<file path="config.mk">
export PLATFORM = sky130hd
export DESIGN_NAME = ifetch_prefetch
export DESIGN_NICKNAME = d
export VERILOG_FILES = /design/src/rtl/fetch_pkg.sv /design/src/rtl/sync_fifo.sv /design/src/rtl/ifetch_prefetch.sv
export SDC_FILE = /design/constraint.sdc
export NUM_CORES = 1
export LEC_CHECK = 0
export ABC_AREA = 1
export BUFFER_PORTS_ARGS = -buffer_cell sky130_fd_sc_hd__buf_2
export CAP_MARGIN = 20
export CORE_UTILIZATION = 59
export DETAILED_ROUTE_END_ITERATION = 10
export PLACE_DENSITY = 0.8
export SKIP_LAST_GASP = 1
export SYNTH_ARGS = -nofsm -noshare
export SYNTH_HDL_FRONTEND = slang
export SYNTH_SLANG_ARGS = --single-unit
</file>
<file path="constraint.sdc">
create_clock -name clk -period 26.3 [get_ports clk]
set_input_delay 2.63 -clock clk [delete_from_list [all_inputs] [get_ports clk]]
set_output_delay 2.63 -clock clk [all_outputs]
set_load 0.03 [all_outputs]
</file>
<file path="src/rtl/fetch_pkg.sv">
// Shared types and constants for the instruction fetch front end.
package fetch_pkg;

  localparam int XLEN = 32;
  localparam int INST_BYTES = 4;
  localparam logic [XLEN-1:0] NOP = 32'h0000_0013;

  typedef struct packed {
    logic [XLEN-1:0] pc;
    logic [XLEN-1:0] data;
  } fetch_entry_t;

  function automatic logic [XLEN-1:0] align_pc(input logic [XLEN-1:0] pc);
    return pc & ~(XLEN'(INST_BYTES - 1));
  endfunction

endpackage

</file>
<file path="src/rtl/sync_fifo.sv">
// Synchronous FIFO with registered storage, occupancy count and a flush
// that empties it on the next clock edge.
module sync_fifo #(
  parameter int WIDTH = 64,
  parameter int DEPTH = 4
) (
  input  logic                     clk,
  input  logic                     rst,
  input  logic                     flush,
  input  logic                     push,
  input  logic [WIDTH-1:0]         push_data,
  input  logic                     pop,
  output logic [WIDTH-1:0]         head,
  output logic [$clog2(DEPTH):0]   count
);

  localparam int AW = $clog2(DEPTH);
  localparam int CW = AW + 1;

  logic [WIDTH-1:0] mem [DEPTH];
  logic [AW-1:0]    rd_ptr;
  logic [AW-1:0]    wr_ptr;
  logic             do_push;
  logic             do_pop;

  assign do_pop  = pop && (count != '0);
  assign do_push = push && (count != CW'(DEPTH));
  assign head    = mem[rd_ptr];

  // Pointers wrap naturally because DEPTH is a power of two.
  always_ff @(posedge clk or posedge rst) begin
    if (rst) begin
      rd_ptr <= '0;
      wr_ptr <= '0;
      count  <= '0;
      for (int i = 0; i < DEPTH; i++) begin
        mem[i] <= '0;
      end
    end else if (flush) begin
      rd_ptr <= '0;
      wr_ptr <= '0;
      count  <= '0;
    end else begin
      if (do_push) begin
        mem[wr_ptr] <= push_data;
        wr_ptr      <= wr_ptr + AW'(1);
      end
      if (do_pop) begin
        rd_ptr <= rd_ptr + AW'(1);
      end
      count <= count + CW'(do_push) - CW'(do_pop);
    end
  end

endmodule

</file>
<file path="src/rtl/ifetch_prefetch.sv">
// Prefetching instruction fetch stage: credit-limited requests to memory,
// in-order response buffering, and redirect flush with in-flight drop counting.
module ifetch_prefetch
  import fetch_pkg::*;
#(
  parameter int              DEPTH    = 4,
  parameter logic [XLEN-1:0] RESET_PC = '0
) (
  input  logic            clk,
  input  logic            rst,
  output logic            mem_req_valid,
  input  logic            mem_req_ready,
  output logic [XLEN-1:0] mem_req_addr,
  input  logic            mem_rsp_valid,
  input  logic [XLEN-1:0] mem_rsp_data,
  output logic            inst_valid,
  input  logic            inst_ready,
  output logic [XLEN-1:0] inst_data,
  output logic [XLEN-1:0] inst_pc,
  input  logic            redirect_valid,
  input  logic [XLEN-1:0] redirect_pc
);

  localparam int CW = $clog2(DEPTH) + 1;

  logic [XLEN-1:0] fetch_pc;
  logic [XLEN-1:0] rsp_pc;
  logic [XLEN-1:0] restart_pc;
  logic [CW-1:0]   count;
  logic [CW-1:0]   inflight;
  logic [CW-1:0]   inflight_next;
  logic [CW-1:0]   drop;
  logic [CW-1:0]   credits;
  logic            req_fire;
  logic            rsp_fire;
  logic            push;
  logic            pop;
  fetch_entry_t    push_entry;
  fetch_entry_t    head;

  // Every outstanding request owns a FIFO slot, so the buffer can never overflow.
  assign credits       = CW'(DEPTH) - count - inflight;
  assign mem_req_valid = !rst && (credits != '0);
  assign mem_req_addr  = fetch_pc;
  assign req_fire      = mem_req_valid && mem_req_ready;
  assign rsp_fire      = mem_rsp_valid && (inflight != '0);
  assign push          = rsp_fire && (drop == '0) && !redirect_valid;
  assign inst_valid    = (count != '0);
  assign pop           = inst_valid && inst_ready;
  assign inflight_next = inflight + CW'(req_fire) - CW'(rsp_fire);
  assign restart_pc    = align_pc(redirect_pc);
  assign push_entry    = '{pc: rsp_pc, data: mem_rsp_data};
  assign inst_data     = head.data;
  assign inst_pc       = head.pc;

  sync_fifo #(
    .WIDTH($bits(fetch_entry_t)),
    .DEPTH(DEPTH)
  ) u_fifo (
    .clk      (clk),
    .rst      (rst),
    .flush    (redirect_valid),
    .push     (push),
    .push_data(push_entry),
    .pop      (pop),
    .head     (head),
    .count    (count)
  );

  // On redirect, everything still outstanding (including this cycle's accept) is dropped.
  always_ff @(posedge clk or posedge rst) begin
    if (rst) begin
      fetch_pc <= RESET_PC;
      rsp_pc   <= RESET_PC;
      inflight <= '0;
      drop     <= '0;
    end else begin
      inflight <= inflight_next;
      if (redirect_valid) begin
        fetch_pc <= restart_pc;
        rsp_pc   <= restart_pc;
        drop     <= inflight_next;
      end else begin
        if (req_fire) begin
          fetch_pc <= fetch_pc + XLEN'(INST_BYTES);
        end
        if (push) begin
          rsp_pc <= rsp_pc + XLEN'(INST_BYTES);
        end
        if (rsp_fire && (drop != '0)) begin
          drop <= drop - CW'(1);
        end
      end
    end
  end

endmodule

</file>
### Word level (Yosys, flattened, before mapping)

Cells that the tools add are included.

| cells by class | value |
|---|---|
| add/sub/neg operators | 11 |
| mux-type cells | 17 |
| reduce and logical (&&, ||, !) cells | 23 |
| equal/unequal tests | 1 |
| bitwise logic cells | 3 |
| $lt $le $gt $ge | 3 |

Operators by type and width:

| kind | count |
|---|---|
| 256-bit bitwise mux | 1 |
| 64-bit 2-to-1 mux | 3 |
| 64-bit binary-select mux with 2-bit select | 1 |
| 64-bit demux with 2-bit select | 1 |
| 32-bit 2-to-1 mux | 4 |
| 32-bit by 3-bit adder with 32-bit output, second input constant | 2 |
| 3-bit nonzero test | 4 |
| 1-bit logical AND | 10 |
| 2-bit nonzero test | 5 |
| 3-bit 2-to-1 mux | 3 |
| 2-bit 2-to-1 mux | 4 |
| 3-bit by 1-bit adder with 3-bit output | 2 |
| 3-bit greater-or-equal comparator, second input constant | 2 |
| 2-bit NOT with 3-bit output | 2 |
| 3-bit by 1-bit subtractor with 3-bit output | 2 |
| 2-bit by 1-bit adder with 2-bit output, second input constant | 2 |
| 3-bit logical NOT | 1 |
| 3-bit by 1-bit less-than comparator with 1-bit output, second input constant | 1 |
| 3-bit inequality test, second input constant | 1 |
| 3-bit by 1-bit subtractor with 3-bit output, second input constant | 1 |
| 3-bit subtractor | 1 |
| 3-bit subtractor, first input constant | 1 |
| 1-bit logical NOT | 2 |
| 2-bit AND reduction | 1 |
| 1-bit NOT | 1 |

| storage, ports and cells | value |
|---|---|
| flip-flop bits (word level) | 333 |

### Logic depth before layout (Yosys ltp)

| logic depth | value |
|---|---|
| word-level depth | 8 |
| gate-level depth with buffers | 18 |
| mapped depth without buffers | 17 |

### Cells and area by module

Synthesis repeated with hierarchy kept, for this count alone.

| unflattened totals | value |
|---|---|
| cells, all modules | 2,334 |
| area, all modules | 17,788.3 µm² |

Modules (own cells, without submodules):

| module | area an instance (µm²) | times used | cells each |
|---|---|---|---|
| sync_fifo | 12,659.6 | 1 | 1,553 |
| ifetch_prefetch | 5,128.7 | 1 | 781 |

### Least setup slack after synthesis

Ideal clock, no wire load.

| timing path | value |
|---|---|
| path type | input to output |
| start | input rst |
| end | output mem_req_valid |
| arrival time | 9.878 ns |
| required time | 23.670 ns |
| path slack | 13.792 ns |
| stages on the path | 3 |
| cells stage by stage | inv_1 nand2_1 inv_1 |

| on the way | value |
|---|---|
| word-level cells in the longest chain between the ends | 2 |

Ends and longest elaborated chain:

| element | RTL line | source |
|---|---|---|
| start: declaration | ifetch_prefetch.sv:10 | `input logic rst,` |
| 1-bit logical NOT (no line) | n/a |  |
| 1-bit logical AND | ifetch_prefetch.sv:43 | `assign mem_req_valid = !rst && (credits != '0);` |
| end: declaration | ifetch_prefetch.sv:11 | `output logic mem_req_valid,` |

No other way between the ends.

### Final worst setup path

Ends and elaborated chain as after synthesis.

==> flow_summary.toml <==
[power]
p_leak_nw = 9.84
peakVddDrop_uv = 46.4
powerDensity_nw_per_um2 = 103

[setup_path]
worstSetupPathType = "in2out"
worstPathArrival_ps = 3610
required_ps = 23670
critPathCaptureType = "primary output"
critPathLaunchType = "input port"
path_max_fanout = 103

[cts]
cts_root_buf = "clkbuf_16"
postCtsSetupRepairBufs = 0
clock_sinks = 321
cts_hold_buf = 0
clock_path_buffers = 3
clock_latency_ps = 510
cts_resized = 0
cts_tree = "built"
cts_buffers = 36
htree_levels = 2
clkTransAtPathRegs_ps = 60

[sta]
skew_ps = 11.7
worst_pin_slew_ps = 1110
rsz0062_at_grt = "no"
fin_ws_ps = 20060
fin_crit_sh_pct = 23.7
setup_viol_count_final = 0
drv_slew = 0
period_needed_ps = 6240
finalSetupTns_ps = 0
max_freq_mhz = 160
hold_violations = 0
relSlewSlack_pct = 26.0

[global_routing]
antenna_found_initial = 0
grt_util_met1_pct = 42.8
grt_pass1_vias = 14800
globalRoute.busiestLayer = "met2"
grt_max_degree = 117
gr-usage-met3_pct = 3.12
overflow = 0
grtUsageTotal_pct = 31.8
grt_pass1_wl_um = 74300
grt_util_met2_pct = 53.0

[cells_and_area]
num-fill-cells = 2396
drive_gt1_share_pct = 10.8
area_growth_pct = 9.67
num_antenna_cells = 0
finalNonFillerCells = 2702
final_core_util_pct = 66.1
nets = 2388

[yosys]
avgSynthCellArea_um2 = 7.51
synthCells = 2242
synth.yosys.warnings = 0
ys_ff_latch = 321
synth-seq-area-share_pct = 47.7
netlist_area_um2 = 16800
synth_cell_types = 34

[flow_run]
max_cap_violations = 0

[die]
num_rows = 61
die_w_um = 171
core_area_um2 = 27900
pin_count = 168
die_height_um = 171
start_util_pct = 60.2
die-area_um2 = 29200

[routing]
num_vias = 15600
wirelength_um = 45500
drt_iter0_markers = 1437
drc = 0
routedWlPerCell_um = 16.8
routed_via_density = 5.77
ant_nets = 0
drtPass1Iterations = 5

[run_status]
status = "complete, no violations"

[hold_path]
worst_hold_path_type = "reg2reg"

[placed_design]
gp_congestion = 0.907
dp_hpwl_um = 25800
dp_slack_ps = 20000
port_buffers = 161
dpl.cell_count = 2641
cell usage in the layout, fill, tap and decap left out, types with 3 or more instances in the layout:
cell,netlist,routed
a21oi_1,10,10
buf_2,17,161
buf_4,4,15
clkbuf_1,100,8
clkbuf_16,0,37
clkbuf_8,0,8
clkinv_2,0,8
conb_1,1,4
dfrtp_1,321,319
ha_1,15,15
inv_1,75,74
inv_2,4,8
nand2_1,830,830
nand3_1,67,67
nand3b_1,6,6
nand4_1,11,11
nor2_1,211,211
nor2_8,5,5
o211ai_1,5,5
o21ai_0,239,239
o21ai_1,171,171
o21bai_1,9,9
o22ai_1,63,63
xnor2_1,3,3
xor2_1,19,19
flip-flops by register name (all words and copies together), names as in the netlist:
name,flops
drop,3
inflight,3
mem_req_addr,30
rsp_pc,30
u_fifo.count,3
u_fifo.mem,248
u_fifo.rd_ptr,2
u_fifo.wr_ptr,2
metrics by stage:
step	cell area [um2]	hold WS, ps	power, mW
after floorplan	16800	441	1.22
after global placement	17300	457	1.40
after detailed placement	17300	463	1.42
after CTS	18500	475	1.90
after global routing	18500	490	2.01
final	18500	473	1.90
layer usage:
layer	vias up	share of wire, %
met5	-	0
met4	0	3.3
met3	104	6.9
met2	656	48
met1	7461	41
li1	7373	-
cell type report:
class,count,area [um2],share of cell area (%)
Clock buffer,53,1070,5.78
Clock inverter,8,43.8,0.237
Inverter,86,334,1.81
Multi-Input combinational cell,1680,7580,41.1
Sequential cell,321,8040,43.5
Tap cell,378,473,2.56
Timing Repair Buffer,176,918,4.98
cell families (layout without fill, tap and decap cells):
kind of cell / count (synthesis) / in the layout / share of synthesized area [%]
AND/OR/NAND/NOR: 1137 / 1137 / 26.8
other: 1 / 4 / 0.0223
adder cells (fa/ha/maj): 17 / 17 / 1.35
XOR/XNOR: 22 / 22 / 1.15
AO/OA/AOI/OAI: 500 / 500 / 15.6
flip-flops: 321 / 321 / 47.7
buffers and inverters: 244 / 323 / 7.32
power breakdown:
part	switching, mW	total (mW)	leakage (nW)	internal (mW)
sequential	0.0951	0.707	4.27	0.612
combinational	0.507	0.714	5.01	0.207
clock	0.198	0.477	0.554	0.280
synth_stat cells (all sizes together):
| master | n | area, um2 |
|---|---|---|
| o211ai | 5 | 37.5 |
| inv | 80 | 303 |
| nor2 | 216 | 892 |
| nand3b | 6 | 45.0 |
| nor3 | 2 | 10.0 |
| ha | 15 | 188 |
| nand2 | 833 | 3150 |
| buf | 58 | 532 |
| o22ai | 63 | 394 |
| xnor2 | 3 | 26.3 |
| dfrtp | 321 | 8030 |
| fa | 2 | 40.0 |
| nand3 | 68 | 345 |
| or2 | 1 | 6.26 |
| clkbuf | 100 | 375 |
| o221ai | 1 | 8.76 |
| nand4 | 11 | 68.8 |
| a21oi | 10 | 50.1 |
| o21bai | 9 | 67.6 |
| clkinv | 6 | 22.5 |
| o21ai | 410 | 2050 |
| xor2 | 19 | 166 |
| conb | 1 | 3.75 |
| a31oi | 2 | 12.5 |
final timing paths:
path	start	end	slack (ps)	depth (start not counted)
max in group asynchronous	rst	u_fifo.mem[25]	21720	4
setup reg to reg	u_fifo.count[1]	drop[1]	22690	17
setup / recovery	rst	mem_req_valid	20060	5
min in group asynchronous	rst	inflight[2]	2240	2
hold / removal	u_fifo.mem[166]	u_fifo.mem[166]	470	2
hold reg to reg	u_fifo.mem[166]	u_fifo.mem[166]	470	2
worst max-delay path, cell delays in order:
cell     delay (ps)
buf_2           130
inv_8           480
nand2_1         110
inv_1            70
buf_2           180
No activity file was read; power rests on OpenSTA's default activity.
